`src/rtl/hack_cpu_mc_if.sv`:
```
// Hack CPU bus: instruction fetch handshake plus data-memory request/response signals.
// The master modport is the CPU side, the slave modport is the memory/ROM side.
interface hack_cpu_mc_if #(
  parameter int WIDTH = 16,
  parameter int AW    = WIDTH - 1
);
  logic [WIDTH-1:0] instruction;
  logic             instr_valid;
  logic [WIDTH-1:0] inM;
  logic             mem_ready;
  logic             fetch;
  logic             readM;
  logic             writeM;
  logic [WIDTH-1:0] outM;
  logic [AW-1:0]    addressM;
  logic [AW-1:0]    pc;
  logic             halted;

  modport master (
    input  instruction, instr_valid, inM, mem_ready,
    output fetch, readM, writeM, outM, addressM, pc, halted
  );

  modport slave (
    output instruction, instr_valid, inM, mem_ready,
    input  fetch, readM, writeM, outM, addressM, pc, halted
  );
endinterface

```
`src/rtl/hack_cpu_mc.sv`:
```
// Multi-cycle Hack CPU: FETCH -> EXEC -> (MEM) -> FETCH, stopping in HALT on a taken self-jump.
// Memory accesses stall in MEM until mem_ready; the instruction commits on that edge.
module hack_cpu_mc #(
  parameter int WIDTH = 16,
  parameter int AW    = WIDTH - 1
) (
  input  logic          clk,
  input  logic          reset,
  hack_cpu_mc_if.master bus
);

  typedef enum logic [1:0] {FETCH, EXEC, MEM, HALT} state_t;

  state_t           state_q, state_d;
  logic [WIDTH-1:0] a_q, a_d;
  logic [WIDTH-1:0] d_q, d_d;
  logic [WIDTH-1:0] ir_q, ir_d;
  logic [AW-1:0]    pc_q, pc_d;
  logic             fetch_q, fetch_d;
  logic             readm_q, readm_d;
  logic             writem_q, writem_d;
  logic             halted_q, halted_d;

  logic [WIDTH-1:0] alu_x, alu_y, alu_f, alu_out;
  logic             is_c, bit_a, zr, ng, jump, commit;

  // Hack ALU; y selects inM only for a=1, which only commits when mem_ready is high
  always_comb begin
    is_c  = ir_q[WIDTH-1];
    bit_a = ir_q[12];
    alu_x = ir_q[11] ? '0 : d_q;
    if (ir_q[10]) alu_x = ~alu_x;
    alu_y = bit_a ? bus.inM : a_q;
    if (ir_q[9]) alu_y = '0;
    if (ir_q[8]) alu_y = ~alu_y;
    alu_f   = ir_q[7] ? (alu_x + alu_y) : (alu_x & alu_y);
    alu_out = ir_q[6] ? ~alu_f : alu_f;
    zr      = (alu_out == '0);
    ng      = alu_out[WIDTH-1];
    jump    = (ir_q[2] & ng) | (ir_q[1] & zr) | (ir_q[0] & ~ng & ~zr);
  end

  always_comb begin
    state_d  = state_q;
    a_d      = a_q;
    d_d      = d_q;
    ir_d     = ir_q;
    pc_d     = pc_q;
    fetch_d  = fetch_q;
    readm_d  = readm_q;
    writem_d = writem_q;
    halted_d = halted_q;
    commit   = 1'b0;

    case (state_q)
      FETCH: begin
        if (bus.instr_valid) begin
          ir_d    = bus.instruction;
          state_d = EXEC;
          fetch_d = 1'b0;
        end
      end
      EXEC: begin
        if (!is_c) begin
          a_d     = {1'b0, ir_q[WIDTH-2:0]};
          pc_d    = pc_q + AW'(1);
          state_d = FETCH;
          fetch_d = 1'b1;
        end else if (bit_a || ir_q[3]) begin
          state_d  = MEM;
          readm_d  = bit_a;
          writem_d = ir_q[3];
        end else begin
          commit = 1'b1;
        end
      end
      MEM: begin
        if (bus.mem_ready) begin
          commit   = 1'b1;
          readm_d  = 1'b0;
          writem_d = 1'b0;
        end
      end
      default: ;
    endcase

    // Jump target and self-jump test both use A as it was before this commit
    if (commit) begin
      if (ir_q[5]) a_d = alu_out;
      if (ir_q[4]) d_d = alu_out;
      if (jump && (a_q[AW-1:0] == pc_q)) begin
        state_d  = HALT;
        halted_d = 1'b1;
        fetch_d  = 1'b0;
      end else begin
        pc_d    = jump ? a_q[AW-1:0] : (pc_q + AW'(1));
        state_d = FETCH;
        fetch_d = 1'b1;
      end
    end
  end

  always_ff @(posedge clk or negedge reset) begin
    if (!reset) begin
      state_q  <= FETCH;
      a_q      <= '0;
      d_q      <= '0;
      ir_q     <= '0;
      pc_q     <= '0;
      fetch_q  <= 1'b1;
      readm_q  <= 1'b0;
      writem_q <= 1'b0;
      halted_q <= 1'b0;
    end else begin
      state_q  <= state_d;
      a_q      <= a_d;
      d_q      <= d_d;
      ir_q     <= ir_d;
      pc_q     <= pc_d;
      fetch_q  <= fetch_d;
      readm_q  <= readm_d;
      writem_q <= writem_d;
      halted_q <= halted_d;
    end
  end

  assign bus.fetch    = fetch_q;
  assign bus.readM    = readm_q;
  assign bus.writeM   = writem_q;
  assign bus.halted   = halted_q;
  assign bus.outM     = alu_out;
  assign bus.addressM = a_q[AW-1:0];
  assign bus.pc       = pc_q;

endmodule

```
`src/flat_wrapper.sv`:
```
// flat-port wrapper written by rule: the top's interface ports become plain ports
module hack_cpu_mc_flat 
#(
  parameter int WIDTH = 16,
  parameter int AW    = WIDTH - 1
)
  (clk, reset, bus_instruction, bus_instr_valid, bus_inM, bus_mem_ready, bus_fetch, bus_readM, bus_writeM, bus_outM, bus_addressM, bus_pc, bus_halted);
  hack_cpu_mc_if #(.WIDTH(WIDTH), .AW(AW)) bus_i ();
  input  logic clk;
  input  logic reset;
  input wire logic [$bits(bus_i.instruction)-1:0] bus_instruction;
  input wire logic [$bits(bus_i.instr_valid)-1:0] bus_instr_valid;
  input wire logic [$bits(bus_i.inM)-1:0] bus_inM;
  input wire logic [$bits(bus_i.mem_ready)-1:0] bus_mem_ready;
  output wire logic [$bits(bus_i.fetch)-1:0] bus_fetch;
  output wire logic [$bits(bus_i.readM)-1:0] bus_readM;
  output wire logic [$bits(bus_i.writeM)-1:0] bus_writeM;
  output wire logic [$bits(bus_i.outM)-1:0] bus_outM;
  output wire logic [$bits(bus_i.addressM)-1:0] bus_addressM;
  output wire logic [$bits(bus_i.pc)-1:0] bus_pc;
  output wire logic [$bits(bus_i.halted)-1:0] bus_halted;
  assign bus_i.instruction = bus_instruction;
  assign bus_i.instr_valid = bus_instr_valid;
  assign bus_i.inM = bus_inM;
  assign bus_i.mem_ready = bus_mem_ready;
  assign bus_fetch = bus_i.fetch;
  assign bus_readM = bus_i.readM;
  assign bus_writeM = bus_i.writeM;
  assign bus_outM = bus_i.outM;
  assign bus_addressM = bus_i.addressM;
  assign bus_pc = bus_i.pc;
  assign bus_halted = bus_i.halted;
  hack_cpu_mc #(.WIDTH(WIDTH), .AW(AW)) u_core (.clk(clk), .reset(reset), .bus(bus_i));
endmodule
```
`config.mk`:
```
export PLATFORM = sky130hd
export DESIGN_NAME = hack_cpu_mc_flat
export DESIGN_NICKNAME = d
export VERILOG_FILES = /design/src/rtl/hack_cpu_mc_if.sv /design/src/rtl/hack_cpu_mc.sv /design/src/flat_wrapper.sv
export SDC_FILE = /design/constraint.sdc
export NUM_CORES = 1
export LEC_CHECK = 0
export CAP_MARGIN = 10
export CORE_UTILIZATION = 40
export CTS_BUF_LIST = sky130_fd_sc_hd__clkbuf_4 sky130_fd_sc_hd__clkbuf_8 sky130_fd_sc_hd__clkbuf_16
export DETAILED_ROUTE_END_ITERATION = 10
export HOLD_SLACK_MARGIN = 0.15
export PLACE_DENSITY = 0.6
export SYNTH_ARGS = -nofsm -noshare
export SYNTH_HDL_FRONTEND = slang
export SYNTH_SLANG_ARGS = --single-unit
```
`constraint.sdc`:
```
create_clock -name clk -period 7.2 [get_ports clk]
set_clock_uncertainty 0.05 [all_clocks]
set_input_delay 2.16 -clock clk [delete_from_list [all_inputs] [get_ports clk]]
set_output_delay 2.16 -clock clk [all_outputs]
set_load 0.01 [all_outputs]
```
==> results of run 1 <==
## cells by family (layout without fill, tap and decap cells)
family / count (synthesis) / count (layout) / synth area share
flip-flops: 69 / 69 / 0.2918
AO/OA/AOI/OAI: 160 / 160 / 0.2037
adder cells (fa/ha/maj): 21 / 21 / 0.04565
AND/OR/NAND/NOR: 247 / 247 / 0.2137
XOR/XNOR: 60 / 60 / 0.08876
multiplexers: 51 / 51 / 0.09172
buffers and inverters: 80 / 250 / 0.06467
## area by class of cell
class                      instances  area (sq um)  share of cell area
multi-input combinational        539          4114              0.4950
timing repair buffer             210          1799              0.2165
sequential                        69          1728              0.2079
tap                              184         230.2             0.02770
clock buffer                       9         225.2             0.02710
clock inverter                     7         121.4             0.01460
inverter                          24         92.59             0.01114
## cells in the final DEF (no fill, tap or decap), types with 9 or more instances in the layout
cell             instances
inv_1                   22
dfrtp_1                 68
nand2b_1                21
buf_4                  119
nor2_1                  50
nor3_1                   9
o21ai_0                 24
clkdlybuf4s50_1         64
ha_1                    13
mux2_2                  25
nand3_1                 15
a31oi_1                 17
and3_1                  12
xnor2_1                 21
clkbuf_16                9
xor2_1                  34
mux2i_1                 23
nand2_1                 71
nand3b_1                10
a21oi_1                 19
## cells in the mapped netlist, types with 7 or more instances
| cell type | n | area share |
|---|---|---|
| or3_1 | 9 | 0.0095 |
| mux2i_1 | 25 | 0.042 |
| inv_1 | 24 | 0.015 |
| mux2_2 | 26 | 0.049 |
| o21ai_0 | 26 | 0.022 |
| nor3b_1 | 9 | 0.011 |
| nand2b_1 | 21 | 0.022 |
| xor2_1 | 36 | 0.053 |
| and3_1 | 12 | 0.013 |
| dfrtp_1 | 68 | 0.29 |
| ha_1 | 20 | 0.042 |
| a21oi_1 | 27 | 0.023 |
| clkbuf_1 | 27 | 0.017 |
| buf_2 | 9 | 0.0076 |
| buf_4 | 15 | 0.019 |
| and2_1 | 8 | 0.0085 |
| nand3_1 | 15 | 0.013 |
| nor2_1 | 50 | 0.032 |
| a31oi_1 | 17 | 0.018 |
| xnor2_1 | 24 | 0.036 |
| nor2b_1 | 7 | 0.0074 |
| nor3_1 | 12 | 0.010 |
| nand2_1 | 72 | 0.046 |
| nand3b_1 | 10 | 0.013 |
## worst reg2reg max path: cells and delay by family (launching register included)
kind / cells / cell delay, ps
adder cells (fa/ha/maj): 1 / 370
AO/OA/AOI/OAI: 5 / 1090
AND/OR/NAND/NOR: 4 / 930
buffers and inverters: 8 / 1310
multiplexers: 2 / 740
flip-flops: 1 / 400
XOR/XNOR: 2 / 380
## stage by stage
stage | setup TNS (ps) | cell area (sq um) | hold WS (ps) | cells | util
final | 0 | 8310 | 416.4 | 1042 | 0.5740
after CTS | -651.9 | 8035 | 418.4 | 1030 | 0.5550
after floorplan | 0 | 5921 | 400.9 | 688 | -
after global routing | -113.7 | 8310 | 437.6 | 1042 | 0.5740
after global placement | -4242 | 7460 | 394.3 | 1000 | 0.5152
after detailed placement | -4263 | 7460 | 404.9 | 1000 | 0.5152
## what timing repair did
| item | 4_1_cts | 5_1_grt |
|---|---|---|
| pin swaps | 19 | 29 |
| gates resized for setup | 63 | 49 |
| setup endpoints to repair | 12 | 13 |
| buffers inserted | 15 | 13 |
## sequential cells by signal, indices dropped and copies added (netlist names)
name,cells
u_core.bus.fetch,1
u_core.bus.halted,1
u_core.d_q,16
u_core.ir_q,16
u_core.state_q,2
u_core.a_q,16
u_core.bus.writeM,1
u_core.bus.readM,1
u_core.bus.pc,15
## layer usage
metal	up-vias	GRT usage
li1	2803	-
met1	2856	0.3416
met2	173	0.4139
met3	31	0.04167
met4	0	0.1107
met5	-	0
## final timing paths
check / to / slack, ps / from / depth (start not counted)
worst max-delay path: bus_outM[12] / 70 / bus_inM[0] / 14
worst min-delay path: u_core.bus.halted / 420 / u_core.bus.halted / 1
worst max register to register: u_core.bus.pc[14] / 1910 / u_core.ir_q[12] / 22
worst min register to register: u_core.bus.halted / 420 / u_core.bus.halted / 1
max in group asynchronous: u_core.a_q[1] / 4540 / reset / 2
min in group asynchronous: u_core.bus.pc[10] / 1970 / reset / 2
==> metrics.txt, run 1 <==
max incr delay on CP=420 ps; fin crit period=7132 ps; Mapped Area=0.005921 sq mm; min-delay worst type=reg -> reg; Cells after Synth=688; Rel. slew slack=0.3429; worst path arrival time=4920 ps; worst path cell trace=clkbuf_2 -> mux2i_1 -> nor2_1 -> xor2_1 -> ha_2 -> fa_2 -> a211oi_4 -> o211ai_1 -> and2_4 -> a2111o_1 -> a2111oi_2 -> buf_4 -> inv_4 -> buf_6; number of top-level pins=86; Layout area overhead=40.36%; Clock Tree Buf Depth=2; Main synth FF type=dfrtp_1; Row Count=44; setup ws final=67.80 ps; Post-synth EDFFs=0; I/O Buffers=85; Slew @ Worst Pin=983.3 ps; Top Metal Used=met4; final hold violations=0; total CTS buffers=9; first-pass GRT wire length=29970 um; metal2 WL=9060 um; fin nets=910; sinks on the clock net=69; cts hold-fix bufs=0; Crit path required time=4990 ps; number of max-cap violations=0; total gr overflow=0; Slew Viols, Final=0; WL per Instance=18.11 um; GPL Wtd Cong=0.8959; Die Span Y=123.7 um; GR Util All Layers=0.2578; crit path max fanout=3; register area share after synthesis=0.2918; Clk Latency, worst-skew pair=350 ps; Fill cells=1268; final setup vio count=0; startpoint types=input pin; Starting Density=0.4089; initial antenna violation count=0; CP Class=in -> out; CTS root buf=clkbuf_16; ys async rst share=1.000; crit share post-route=0.9906; clk slew on worst S/H paths=60 ps; unrepaired setup endpoints after global routing=true; Post-Route WL=18870 um; HPWL Detailed=13420 um; YS warnings=0; via count=5863; DRC Markers=0; H-Tree Depth=3; drt first pass iters=5; Worst Path Buf+Inv=4; Final ANT Viol Nets=0; slowest CP cell=fa_2; Yosys cell types=75; syn_area_per_cell=8.606 sq um; Mapped Nets=745; crit end category=output pin; Initial DRC Count=490; total core area=0.01448 sq mm; diode count=0; number of vias per cell=5.627; WL met3=824 um; Top Family by Delay on Critical Path=compound AO/OA/AOI/OAI gates; share of cells above drive strength 1=0.2797; status=complete, no violations; Chip Width=123.7 um; CTS tree=built; fmax=140.2 MHz; Seq cells post-synth=69; met1 wire length=8469 um; largest net degree at the start of global routing=70; die area=0.01529 sq mm; DP Worst Slack=-639.5 ps; number of global-route vias before repair=5905
Power of run 1 is not shown: default switching activity piles up to over one toggle a cycle in this logic, so the estimate is an artifact.
==> run 2: changes to the inputs <==
Settings changed: CORE_UTILIZATION 40 to 50, PLACE_DENSITY 0.6 to 0.72.
==> metrics.txt, run 2 (synthesis results as in run 1) <==
crit path max fanout=4 (+1); CP Class=in -> out; min-delay worst type=reg -> reg; DRC Markers=0 (unchanged); number of global-route vias before repair=5990 (+1.4%); Row Count=39 (-11%); Worst Hold Slack=415.7 ps (-0.6590 ps); H-Tree Depth=3 (unchanged); Slew Viols, Final=0 (unchanged); Critical Path Start=bus_inM[9]; Worst path most repeated cell=buf_4; Rel. slew slack=0.3180 (-0.02489); CTS tree=built; largest net degree at the start of global routing=70 (unchanged); most common cell after layout, fill and taps aside=buf_4; GR Util All Layers=0.3026 (+0.04479); GPL Wtd Cong=0.9257 (+3.3%); max incr delay on CP=500 ps (+80 ps); worst path cell trace=clkdlybuf4s50_1 -> mux2i_1 -> nor2_1 -> xor2_1 -> ha_2 -> buf_6 -> nand4_1 -> buf_4 -> buf_4 -> o41ai_4 -> nor3_2 -> xor2_2 -> inv_2 -> clkdlybuf4s15_1; unrepaired setup endpoints after global routing=true; Chip Width=110.8 um (-10%); Initial DRC Count=659 (+34%); clk slew on worst S/H paths=60 ps (about the same); HPWL Detailed=12980 um (-3.2%); total core area=0.01147 sq mm (-21%); initial antenna violation count=0 (unchanged); Crit path required time=4990 ps (about the same); crit end category=output pin; final hold violations=0 (unchanged); Layout area overhead=41.55%; Top Registers=u_core.a_q x16, u_core.d_q x16, u_core.ir_q x16; I/O Buffers=85 (unchanged); number of vias per cell=6.157 (+9.4%); Post-Route WL=19560 um (+3.6%); sinks on the clock net=69 (unchanged); Die Span Y=110.8 um (-10%); HP Start=u_core.bus.halted; Final ANT Viol Nets=0 (unchanged); FF-to-FF Start=u_core.ir_q[12]; fin crit period=7181 ps (+49.00 ps); total gr overflow=0 (unchanged); number of max-cap violations=0 (unchanged); diode count=0 (unchanged); WL per Instance=19.46 um (+7.5%); Slew @ Worst Pin=1021 ps (+37.25 ps); leading cell types in the layout, fill and taps excluded=buf_4, nand2_1, dfrtp_1, clkdlybuf4s50_1, nor2_1; via count=6188 (+5.5%); die area=0.01228 sq mm (-20%); Clk Latency, worst-skew pair=340 ps (about the same); fin nets=914 (+0.44%); share of cells above drive strength 1=0.2865 (+0.006823); number of top-level pins=86 (unchanged); CTS root buf=clkbuf_16; final setup vio count=0 (unchanged); Clock Tree Buf Depth=2 (unchanged); slowest CP cell=clkdlybuf4s50_1; Starting Density=0.5163 (+0.1074); status=complete, no violations; total CTS buffers=9 (unchanged); drt first pass iters=6 (+1); startpoint types=input pin; fmax=139.3 MHz (-0.68%); Final Util=0.7308 (+0.1569); first-pass GRT wire length=29850 um (-0.39%); worst path arrival time=4970 ps (+50 ps); crit share post-route=0.9974 (+0.006805)
[run 2: critical path: cells and delay by family]
family / cells / cell delay, ps
buffers and inverters: 6 / 1270
muxes: 1 / 80
and+or+nand+nor: 3 / 410
AOI/OAI and AO/OA: 1 / 380
xor gates and xnor gates: 2 / 320
adders and majority gates: 1 / 370
[run 2: cell type report]
cell class | count | area (sq um)
Clock buffer | 9 | 225.2
Clock inverter | 7 | 137.6
Fill cell | 812 | 3087
Inverter | 24 | 90.09
Multi-Input combinational cell | 539 | 4180
Sequential cell | 69 | 1728
Tap cell | 143 | 178.9
Timing Repair Buffer | 214 | 1841
[run 2: final timing paths]
| kind | slack [ps] | depth (start not counted) | end |
|---|---|---|---|
| max reg2reg | 1260 | 32 | u_core.a_q[12] |
| min in group asynchronous | 1960 | 2 | u_core.bus.pc[3] |
| max | 20 | 14 | bus_outM[11] |
| min | 420 | 1 | u_core.bus.halted |
| min reg2reg | 420 | 1 | u_core.bus.halted |
| max in group asynchronous | 4540 | 2 | u_core.ir_q[14] |
[run 2: routing by layer]
metal	up-vias	wire length (um)	GRT usage
met5	-	0	0
met4	0	501	0.08711
met3	47	1407	0.05631
met2	316	9612	0.5081
met1	3017	8035	0.3972
li1	2808	-	-
[run 2: what timing repair did]
| item | CTS | global route |
|---|---|---|
| endpoints found under the setup margin | 12 | 10 |
| gates resized for setup | 56 | 62 |
| pin swaps | 26 | 40 |
| buffers inserted | 33 | 12 |
| hold buffers | 0 | 0 |
[run 2: through the flow]
step	cell area, sq um	cells	setup TNS, ps	setup WS (ps)
final	8381	1005	0	18.81
after floorplan	5921	688	0	199.3
after CTS	8068	996	-109.1	-89.42
after global placement	7313	948	-3921	-585.7
after global routing	8381	1005	-108.7	-40.58
after detailed placement	7313	948	-4389	-591.7
Power of run 2 is left out for the same reason.
==> run 3: changes to the inputs <==
Settings changed: CORE_UTILIZATION 50 to 42, PLACE_DENSITY 0.72 to 0.62.
==> metrics.txt, run 3 (synthesis results as in run 1) <==
status=complete, no violations; GR Util All Layers=0.2642 (-0.03846); fin crit period=7145 ps (-36.56 ps); Cell Area, Placed=0.007397 sq mm (+1.1%); WL per Instance=18.45 um (-5.2%); Slew Viols, Final=0 (unchanged); Top Family by Delay on Critical Path=compound AO/OA/AOI/OAI gates; initial antenna violation count=0 (unchanged); worst path arrival time=4930 ps (-40 ps); cts hold-fix bufs=0 (unchanged); total core area=0.01383 sq mm (+21%); Layout area overhead=39.79%; largest net degree at the start of global routing=70 (unchanged); Final ANT Viol Nets=0 (unchanged); Crit path required time=4990 ps (about the same); worst path cell trace=clkdlybuf4s50_1 -> mux2i_1 -> nor2_1 -> xor2_1 -> ha_2 -> a21oi_2 -> o21ai_0 -> a311o_1 -> and2_4 -> mux2i_4 -> xnor2_2 -> buf_2; R2R depth=24 (-25%); Worst Path Buf+Inv=2 (-4); CP Class=in -> out; die area=0.01458 sq mm (+19%); crit end category=output pin; H-Tree Depth=3 (unchanged); CTS root buf=clkbuf_16; first-pass GRT wire length=30240 um (+1.3%); number of top-level pins=86 (unchanged); Top Registers=u_core.a_q x16, u_core.d_q x16, u_core.ir_q x16; final setup vio count=0 (unchanged); fin nets=902 (-1.3%); Post-Route WL=19000 um (-2.8%); Die Span Y=120.7 um (+8.9%); most common cell after layout, fill and taps aside=buf_4; HP Start=u_core.bus.halted; leading cell types in the layout, fill and taps excluded=buf_4, nand2_1, dfrtp_1, clkdlybuf4s50_1, nor2_1; Final Util=0.5986 (-0.1322); GPL Wtd Cong=0.8690 (-6.1%); sinks on the clock net=69 (unchanged); reg2reg end=u_core.bus.pc[11]; total CTS buffers=9 (unchanged); Fill cells=1189 (+46%); setup TNS=0 ps (unchanged); number of global-route vias before repair=5999 (+0.15%); placed cell count=990 (+4.4%); diode count=0 (unchanged); Row Count=43 (+10%); Initial DRC Count=393 (-40%); via count=6000 (-3.0%); drt first pass iters=5 (-1); max incr delay on CP=470 ps (-30 ps); min-delay worst type=reg -> reg; Clock Tree Buf Depth=2 (unchanged); DRC Markers=0 (unchanged); total gr overflow=0 (unchanged); slowest CP cell=clkdlybuf4s50_1; Slew @ Worst Pin=1026 ps (+5.559 ps); Rel. slew slack=0.3143 (-0.003716); flop2flop setup slack=1410 ps (+150 ps); crit path max fanout=9 (+5); hold path depth=1 (unchanged); clk slew on worst S/H paths=60 ps (about the same); I/O Buffers=85 (unchanged); FF-to-FF Start=u_core.ir_q[12]; final hold violations=0 (unchanged); Hold Path Sink=u_core.bus.halted; fin area=0.008277 sq mm (-1.2%); Clk Latency, worst-skew pair=330 ps (about the same); number of vias per cell=5.825 (-5.4%); Final Non-Filler Cells=1030 (+2.5%); startpoint types=input pin; crit share post-route=0.9923 (-0.005078); HPWL Detailed=13560 um (+4.4%); share of cells above drive strength 1=0.2788 (-0.007719); fmax=140.0 MHz (+0.51%); CTS tree=built; Chip Width=120.7 um (+8.9%); number of max-cap violations=0 (unchanged); Starting Density=0.4282 (-0.08812)
-- run 3: repair_timing --
item                       CTS  global route
resized for setup           72            41
gates cloned                 0             0
setup buffers               20             6
setup endpoints to repair   12            11
pin swaps                   29            25
-- run 3: stage by stage --
step / hold slack [ps] / worst slack [ps]
2_1_floorplan: 400.9 / 199.3
6_report: 422.8 / 55.37
4_1_cts: 421.9 / 1.671
5_1_grt: 431.4 / -37.20
3_5_place_dp: 408.6 / -642.9
3_3_place_gp: 396.2 / -659.3
-- run 3: layout make-up --
cell class                 instances  area (sq um)  share of cell area
inverter                          24         90.09             0.01088
multi-input combinational        539          4125              0.4984
tap                              180         225.2             0.02721
timing repair buffer             202          1717              0.2074
clock inverter                     6         158.9             0.01920
sequential                        69          1728              0.2088
clock buffer                      10         232.7             0.02812
-- run 3: worst max-delay path by stage --
stage | startpoint | to | slack [ps] | depth (start not counted)
after global routing | bus_inM[0] | bus_outM[12] | -40 | 13
after floorplan | bus_inM[0] | bus_outM[12] | 200 | 11
after CTS | bus_inM[2] | bus_outM[11] | 2 | 15
after global placement | bus_inM[0] | bus_outM[12] | -660 | 13
after detailed placement | bus_inM[0] | bus_outM[12] | -640 | 13
final | bus_inM[6] | bus_outM[9] | 60 | 12
-- run 3: layer usage --
metal,vias to the layer above,share of wire,GRT usage
met3,24,0.056,0.04292
met2,215,0.49,0.4443
met5,-,0,0
li1,2790,-,-
met1,2971,0.44,0.3526
met4,0,0.014,0.06481
Power of run 3 is left out for the same reason.
